==> src/rtl/stack_ctrl_if.sv <==
// Datapath-facing handshake bundle of the stack controller: push/pop handshakes,
// flush request and status/error flags.
interface stack_ctrl_if #(
  parameter int n = 8
);
  logic         push_valid;
  logic [n-1:0] push_data;
  logic         push_ready;
  logic         pop_valid_in;
  logic         pop_ready;
  logic         pop_valid;
  logic [n-1:0] pop_data;
  logic         clr;
  logic         empty;
  logic         full;
  logic         ovf;
  logic         unf;

  modport master (
    output push_valid, push_data, pop_valid_in, clr,
    input  push_ready, pop_ready, pop_valid, pop_data, empty, full, ovf, unf
  );

  modport slave (
    input  push_valid, push_data, pop_valid_in, clr,
    output push_ready, pop_ready, pop_valid, pop_data, empty, full, ovf, unf
  );
endinterface

==> src/rtl/stack_ctrl.sv <==
// Stack controller: commands an external empty-ascending SP register, owns the
// storage array and offers push/pop handshakes with sticky overflow/underflow flags.
module stack_ctrl #(
  parameter int n     = 8,
  parameter int aw    = 8,
  parameter int depth = 16
) (
  input  logic          clk,
  input  logic          rst_n,
  input  logic [aw-1:0] sp,
  output logic [1:0]    sp_ctrl,
  stack_ctrl_if.slave   bus
);

  localparam int            iw       = (depth > 1) ? $clog2(depth) : 1;
  localparam logic [aw-1:0] depth_sp = aw'(depth);

  localparam logic [1:0] SP_HOLD = 2'b00;
  localparam logic [1:0] SP_CLR  = 2'b01;
  localparam logic [1:0] SP_INC  = 2'b10;
  localparam logic [1:0] SP_DEC  = 2'b11;

  typedef enum logic [1:0] {
    INIT   = 2'd0,
    IDLE   = 2'd1,
    POP_RD = 2'd2
  } state_e;

  state_e         state_q, state_d;
  logic [n-1:0]   mem_q [depth];
  logic [n-1:0]   pop_data_q, pop_data_d;
  logic           pop_valid_q, pop_valid_d;
  logic           ovf_q, ovf_d;
  logic           unf_q, unf_d;
  logic           mem_we;
  logic [iw-1:0]  mem_idx;
  logic           sp_empty;
  logic           sp_full;

  // sp addresses the next free slot on a push, and the top word once decremented in POP_RD.
  assign mem_idx  = sp[iw-1:0];
  assign sp_empty = (sp == '0);
  assign sp_full  = (sp == depth_sp);

  assign bus.pop_valid = pop_valid_q;
  assign bus.pop_data  = pop_data_q;
  assign bus.ovf       = ovf_q;
  assign bus.unf       = unf_q;

  always_comb begin
    state_d        = state_q;
    sp_ctrl        = SP_HOLD;
    bus.push_ready = 1'b0;
    bus.pop_ready  = 1'b0;
    bus.empty      = sp_empty;
    bus.full       = sp_full;
    pop_valid_d    = 1'b0;
    pop_data_d     = pop_data_q;
    ovf_d          = ovf_q;
    unf_d          = unf_q;
    mem_we         = 1'b0;

    unique case (state_q)
      INIT: begin
        sp_ctrl   = SP_CLR;
        bus.empty = 1'b1;
        bus.full  = 1'b0;
        state_d   = IDLE;
      end

      IDLE: begin
        if (bus.clr) begin
          sp_ctrl = SP_CLR;
          ovf_d   = 1'b0;
          unf_d   = 1'b0;
        end else begin
          bus.pop_ready  = !sp_empty;
          bus.push_ready = !bus.pop_valid_in && !sp_full;
          if (bus.pop_valid_in && !sp_empty) begin
            sp_ctrl = SP_DEC;
            state_d = POP_RD;
          end else if (bus.push_valid && bus.push_ready) begin
            sp_ctrl = SP_INC;
            mem_we  = 1'b1;
          end
          // A rejected push only counts as overflow when no pop competed for the cycle.
          if (bus.push_valid && sp_full && !bus.pop_valid_in) begin
            ovf_d = 1'b1;
          end
          if (bus.pop_valid_in && sp_empty) begin
            unf_d = 1'b1;
          end
        end
      end

      POP_RD: begin
        pop_data_d  = mem_q[mem_idx];
        pop_valid_d = 1'b1;
        state_d     = IDLE;
      end

      default: begin
        state_d = INIT;
      end
    endcase

    // Keep the SP register clearing on every edge while reset is held.
    if (!rst_n) begin
      sp_ctrl = SP_CLR;
    end
  end

  always_ff @(posedge clk or negedge rst_n) begin
    if (!rst_n) begin
      state_q     <= INIT;
      pop_valid_q <= 1'b0;
      pop_data_q  <= '0;
      ovf_q       <= 1'b0;
      unf_q       <= 1'b0;
    end else begin
      state_q     <= state_d;
      pop_valid_q <= pop_valid_d;
      pop_data_q  <= pop_data_d;
      ovf_q       <= ovf_d;
      unf_q       <= unf_d;
    end
  end

  always_ff @(posedge clk) begin
    if (mem_we) begin
      mem_q[mem_idx] <= bus.push_data;
    end
  end

endmodule

==> src/flat_wrapper.sv <==
// flat-port wrapper written by rule: the top's interface ports become plain ports
module stack_ctrl_flat 
#(
  parameter int n     = 8,
  parameter int aw    = 8,
  parameter int depth = 16
)
  (clk, rst_n, sp, sp_ctrl, bus_push_valid, bus_push_data, bus_pop_valid_in, bus_clr, bus_push_ready, bus_pop_ready, bus_pop_valid, bus_pop_data, bus_empty, bus_full, bus_ovf, bus_unf);
  stack_ctrl_if #(.n(n)) bus_i ();
  input  logic clk;
  input  logic rst_n;
  input  logic [aw-1:0] sp;
  output logic [1:0] sp_ctrl;
  input wire logic [$bits(bus_i.push_valid)-1:0] bus_push_valid;
  input wire logic [$bits(bus_i.push_data)-1:0] bus_push_data;
  input wire logic [$bits(bus_i.pop_valid_in)-1:0] bus_pop_valid_in;
  input wire logic [$bits(bus_i.clr)-1:0] bus_clr;
  output wire logic [$bits(bus_i.push_ready)-1:0] bus_push_ready;
  output wire logic [$bits(bus_i.pop_ready)-1:0] bus_pop_ready;
  output wire logic [$bits(bus_i.pop_valid)-1:0] bus_pop_valid;
  output wire logic [$bits(bus_i.pop_data)-1:0] bus_pop_data;
  output wire logic [$bits(bus_i.empty)-1:0] bus_empty;
  output wire logic [$bits(bus_i.full)-1:0] bus_full;
  output wire logic [$bits(bus_i.ovf)-1:0] bus_ovf;
  output wire logic [$bits(bus_i.unf)-1:0] bus_unf;
  assign bus_i.push_valid = bus_push_valid;
  assign bus_i.push_data = bus_push_data;
  assign bus_i.pop_valid_in = bus_pop_valid_in;
  assign bus_i.clr = bus_clr;
  assign bus_push_ready = bus_i.push_ready;
  assign bus_pop_ready = bus_i.pop_ready;
  assign bus_pop_valid = bus_i.pop_valid;
  assign bus_pop_data = bus_i.pop_data;
  assign bus_empty = bus_i.empty;
  assign bus_full = bus_i.full;
  assign bus_ovf = bus_i.ovf;
  assign bus_unf = bus_i.unf;
  stack_ctrl #(.n(n), .aw(aw), .depth(depth)) u_core (.clk(clk), .rst_n(rst_n), .sp(sp), .sp_ctrl(sp_ctrl), .bus(bus_i));
endmodule
==> config.mk <==
export PLATFORM = sky130hd
export DESIGN_NAME = stack_ctrl_flat
export DESIGN_NICKNAME = d
export VERILOG_FILES = /design/src/rtl/stack_ctrl_if.sv /design/src/rtl/stack_ctrl.sv /design/src/flat_wrapper.sv
export SDC_FILE = /design/constraint.sdc
export NUM_CORES = 1
export LEC_CHECK = 0
export CORE_ASPECT_RATIO = 1.25
export CORE_MARGIN = 2
export CORE_UTILIZATION = 53
export DETAILED_ROUTE_END_ITERATION = 10
export PLACE_DENSITY = 0.84
export SETUP_SLACK_MARGIN = 0.15
export SYNTH_ARGS = -nofsm -noshare
export SYNTH_HDL_FRONTEND = slang
export SYNTH_SLANG_ARGS = --single-unit
==> constraint.sdc <==
create_clock -name clk -period 2.2 [get_ports clk]
set_clock_uncertainty 0.15 [all_clocks]
set_input_delay 0.44 -clock clk [delete_from_list [all_inputs] [get_ports clk]]
set_output_delay 0.44 -clock clk [all_outputs]
set_load 0.02 [all_outputs]
# [Word level (Yosys, flattened, before mapping)]
# Memories as Yosys holds them, arrays and structs flattened. A register that Yosys moved wholly into a read port is not among the register bits.
# Cells that the tools add are included.
[totals] regBits=5 mem_bits_rw=128 output_inout_bits=17 elab_cells=53 n_memories=1
[op_classes] n_eq_ne=5 muxes=25 reduce_logical=18
[mem_list] memory="u_core.mem_q" words=16 width=8 read_ports=1 rd_ports_with_merged_regs=1 write_ports=1 line_no="stack_ctrl.sv:30" rtl="logic [n-1:0] mem_q [depth];"
[ops] cell="1-bit two-way mux" n=17
[ops] cell="2-bit two-way mux" n=6
[ops] cell="8-bit by 5-bit equality test with 1-bit output, second input constant" n=1
[ops] cell="8-bit zero test" n=1
[ops] cell="2-bit one-hot mux with 2 select lines" n=2
[ops] cell="1-bit logical AND" n=6
[ops] cell="2-bit AND reduction" n=3
[ops] cell="1-bit zero test" n=4
[ops] cell="2-bit nonzero test" n=2
[ops] cell="2-bit by 1-bit equality test with 1-bit output, second input constant" n=1
[ops] cell="2-bit equality test, second input constant" n=1
[ops] cell="2-bit zero test" n=1
[ops] cell="2-bit by 1-bit inequality test with 1-bit output, second input constant" n=1
[ops] cell="2-bit inequality test, second input constant" n=1
[ops] cell="2-bit OR reduction" n=1

# [Logic depth before layout (Yosys ltp)]
[depth] word_depth=10 mapped_depth=7

# [Worst setup path after synthesis]
# Ideal clock, no wire load.
[synth_path] path_type="input -> register" start="in sp[1]" end="mem u_core.mem_q[0][0], enable pin" setup_time_ns=0.386 arrival_ns=1.717 required_ns=1.664 path_slack_ns=-0.053 path_stages=4 path_buffers=2 path_cell_list="buf_4 or2_2 clkbuf_1 a211oi_1"
[synth_via] elab_chain_cells=10
[synth_rtl] item="start: declaration" line_no="flat_wrapper.sv:12" rtl="input logic [aw-1:0] sp;"
[synth_rtl] item="8-bit by 5-bit equality test with 1-bit output" line_no="stack_ctrl.sv:43" rtl="assign sp_full = (sp == depth_sp);"
[synth_rtl] item="1-bit zero test" line_no="stack_ctrl.sv:78" rtl="bus.push_ready = !bus.pop_valid_in && !sp_full;"
[synth_rtl] item="1-bit logical AND" line_no="stack_ctrl.sv:78"
[synth_rtl] item="1-bit logical AND" line_no="stack_ctrl.sv:82" rtl="end else if (bus.push_valid && bus.push_ready) begin"
[synth_rtl] item="1-bit two-way mux" line_no="stack_ctrl.sv:82"
[synth_rtl] item="1-bit two-way mux" line_no="stack_ctrl.sv:79" rtl="if (bus.pop_valid_in && !sp_empty) begin"
[synth_rtl] item="1-bit two-way mux" line_no="stack_ctrl.sv:72" rtl="if (bus.clr) begin"
[synth_rtl] item="1-bit two-way mux" line_no="stack_ctrl.sv:63" rtl="unique case (state_q)"
[synth_rtl] item="1-bit two-way mux" line_no="stack_ctrl.sv:130" rtl="if (mem_we) begin"
[synth_rtl] item="1-bit two-way mux (not written as such)" line_no="stack_ctrl.sv:131" rtl="mem_q[mem_idx] <= bus.push_data;"
[synth_rtl] item="end: declaration" line_no="stack_ctrl.sv:30"
# Parallel ways exist; a longest one is shown, timed or not.

# [Worst setup path in the final report]
[layout_path] start="in sp[3]" end="out sp_ctrl[1]"
[layout_via] elab_chain_cells=9
[layout_rtl] item="8-bit by 5-bit equality test with 1-bit output" line_no="stack_ctrl.sv:43"
[layout_rtl] item="1-bit zero test" line_no="stack_ctrl.sv:78"
[layout_rtl] item="1-bit logical AND" line_no="stack_ctrl.sv:78"
[layout_rtl] item="1-bit logical AND" line_no="stack_ctrl.sv:82"
[layout_rtl] item="2-bit two-way mux" line_no="stack_ctrl.sv:82"
[layout_rtl] item="2-bit two-way mux *" line_no="stack_ctrl.sv:79"
[layout_rtl] item="2-bit two-way mux *" line_no="stack_ctrl.sv:72"
[layout_rtl] item="2-bit one-hot mux with 2 select lines *" line_no="stack_ctrl.sv:63"
[layout_rtl] item="2-bit two-way mux *" line_no="stack_ctrl.sv:108" rtl="if (!rst_n) begin"
[layout_rtl] item="end: declaration" line_no="flat_wrapper.sv:13" rtl="output logic [1:0] sp_ctrl;"
# Every way passes the cells marked *; elsewhere a longest branch is shown, timed or not.

==> impl_metrics.tcl <==
set metrics [dict create \
    syn_area_sq_mm 0.00564 \
    synth_cells 336 \
    vias 3412 \
    coreArea_sq_mm 0.0105 \
    seq_area_frac_synth_pct 73.9 \
    fin_crit_sh_pct 96.4 \
    dominantRegCellSynth "edfxtp_1" \
    cts_tree "built" \
    worst_skew_pair.late_latency_ns 0.40 \
    timing.critical_path.mode_cell "buf_6" \
    p_leak_nw 2.55 \
    nets 443 \
    crit_arrival_ns 1.53 \
    first_iter_violations 289 \
    cp_max_fo 3 \
    final_core_util_pct 67.8 \
    grt_pass1_wl_mm 18.2 \
    worstMarginPinSlew_ns 0.720 \
    dpl_cell_area_sq_mm 0.00636 \
    design_area_sq_mm 0.00709 \
    h-tree-depth 4 \
    vdd_drop_max_mv 0.628 \
    grt_remaining_overflow 0 \
    fillers 630 \
    route.detailed.vias_per_inst 6.04 \
    worstSetupEndpointType "output port" \
    fin_hold_ws_ns 0.263 \
    setup_viol 0 \
    min_path_type "in2async" \
    firstDrtPassIters 5 \
    power.density_mw_per_mm2 882 \
    dieArea_sq_mm 0.0115 \
    synth_edf_count 128 \
    synth_most_common_cell "edfxtp_1" \
    core.rowCount 42 \
    status "finished clean" \
    cp.required_ns 1.61 \
    tns_ns 0 \
    rsz0062_at_grt "yes" \
    syn_nets 357 \
    clkSlewWorstSetupHoldPaths_ns 0.05 \
    synth_top_area_share_pct 68.2 \
    wl_per_cell_um 22.1 \
    max_slew_margin_pct 51.8 \
    drv_cap 0 \
    seq_area_sq_mm 0.00417 \
    hold_violations 0 \
    synth_cell_types 34 \
    cts-buffers-inserted 17 \
    grt_max_degree 39 \
    synth_top_area_cell "edfxtp_1" \
    yosys_warnings 0 \
    worstPathCellList "buf_6 -> nor4_4 -> nand3b_1 -> buf_6 -> a2bb2oi_4 -> nor3b_2 -> buf_4" \
    grt_use_total_pct 22.3 \
    ctsRootBufferMaster "clkbuf_16" \
    area.growth.synth_to_final_pct 25.7 \
    multiInputGateArea_sq_mm 0.00146 \
    dieWidth_um 96.3 \
    drv_slew 0 \
    drive_gt1_share_pct 27.0 \
    cp_slowest_stage_delay_ns 0.27 \
    grt_pass1_vias 3406 \
    async_flop_share_pct 9.22 \
    worstSetupStartpointType "primary input" \
    drt_wl_total_mm 12.5 \
    num_antenna_cells 0 \
    path_class "in2out" \
    grt_antenna_before_repair 0 \
    portBuffers 37 \
    yosys-top-cells-area "edfxtp_1, mux2i_1, dfrtp_1" \
    drc 0 \
    place_hpwl_mm 7.38 \
    crit_slowest_cell "nor4_4" \
    syn_avg_cell_area_sq_um 16.8 \
    fmax_mhz 471 \
    antenna_left 0 \
    num_io_pins 38 \
    die_h_um 119 \
    place_congestion 0.819 \
    ys_seq_elements 141 \
    synthTopCellsByCount "edfxtp_1, mux2i_1, nor2_1" \
    cts_sinks 141 \
    initial_core_util_pct 53.9 \
    fin_crit_ns 2.12 \
    clockBufferDepth 2 \
]
where the power goes:
part | total (mW) | leakage, nW | switching (mW) | internal (mW)
registers | 3.03 | 1.30 | 0.0390 | 2.99
clock network | 2.58 | 0.264 | 0.944 | 1.63
logic | 0.641 | 0.984 | 0.351 | 0.291
state kept, by name (all words and copies together) (netlist names):
register / cells
u_core.bus.unf: 1
u_core.bus.pop_data: 8
u_core.state_q: 2
u_core.bus.ovf: 1
u_core.bus.pop_valid: 1
u_core.mem_q: 128
critical path: cells and delay by family:
kind | cells | cell delay (ns)
AOI/OAI and AO/OA | 1 | 0.13
buffers and inverters | 3 | 0.43
and+or+nand+nor | 3 | 0.53
area by class of cell:
| cell class | instances | area share, % |
|---|---|---|
| clock buffer | 20 | 6.16 |
| multi-input combinational | 175 | 20.6 |
| sequential | 141 | 58.8 |
| clock inverter | 10 | 1.41 |
| timing repair buffer | 86 | 10.6 |
| tap | 132 | 2.33 |
| inverter | 1 | 0.0530 |
stage by stage:
step	setup WS, ns	power [mW]	std cells
2_1_floorplan	0.122	3.37	336
3_3_place_gp	-0.647	3.65	528
3_5_place_dp	-0.777	3.68	528
4_1_cts	0.0828	6.24	562
5_1_grt	0.0540	6.43	565
6_report	0.0787	6.25	565
cell families after synthesis:
family	count (synthesis)	share of synthesized area [%]
compound gates	46	5.48
buf+inv	20	2.35
flops	141	73.9
mux	56	11.7
simple gates	73	6.50
placed cells by master (no fill, tap or decap), types with 3 or more instances in the layout:
master,netlist,layout
buf_2,4,4
nor3_1,8,6
nand2_1,6,5
nand3_1,4,4
dlygate4sd2_1,0,4
clkbuf_1,5,3
clkdlybuf4s50_1,0,20
o22ai_1,14,14
a2bb2oi_1,4,3
buf_4,6,41
edfxtp_1,128,128
mux4_2,8,8
clkbuf_16,0,17
buf_6,4,15
nor2_1,32,25
a31oi_1,8,8
clkinv_2,0,5
nor2_2,0,7
o21ai_0,7,5
nand3b_1,6,6
a221oi_1,6,6
mux2i_1,48,48
dfrtp_1,13,13
what timing repair did:
action | 4_1_cts | 5_1_grt
buffers inserted | 4 | 3
pin swaps | 9 | 10
gates resized for setup | 65 | 28
hold buffers | 0 | 0
setup endpoints to repair | 74 | 83
endpoints found under the hold margin | 0 | 0
layer usage:
layer  vias up  track usage (%)  part of all wire, %
met2       186             36.2                   51
met4         0             13.7                  3.9
met3        31             4.81                  6.5
met1      1697             26.6                   38
met5         -                0                    0
li1       1498                -                    -
final timing paths:
path	startpoint	cells past startpoint	slack [ns]	endpoint
worst min-delay path	rst_n	2	0.26	u_core.state_q[0]
max in group asynchronous	rst_n	2	1.48	u_core.bus.pop_valid
min in group clk	bus_clr	3	0.37	u_core.bus.unf
worst max-delay path	sp[3]	7	0.08	sp_ctrl[1]
worst max register to register	u_core.state_q[1]	7	0.13	u_core.mem_q[11][7]
worst min register to register	u_core.bus.pop_data[6]	2	0.40	u_core.bus.pop_data[6]
No activity file was read; power rests on OpenSTA's default activity.
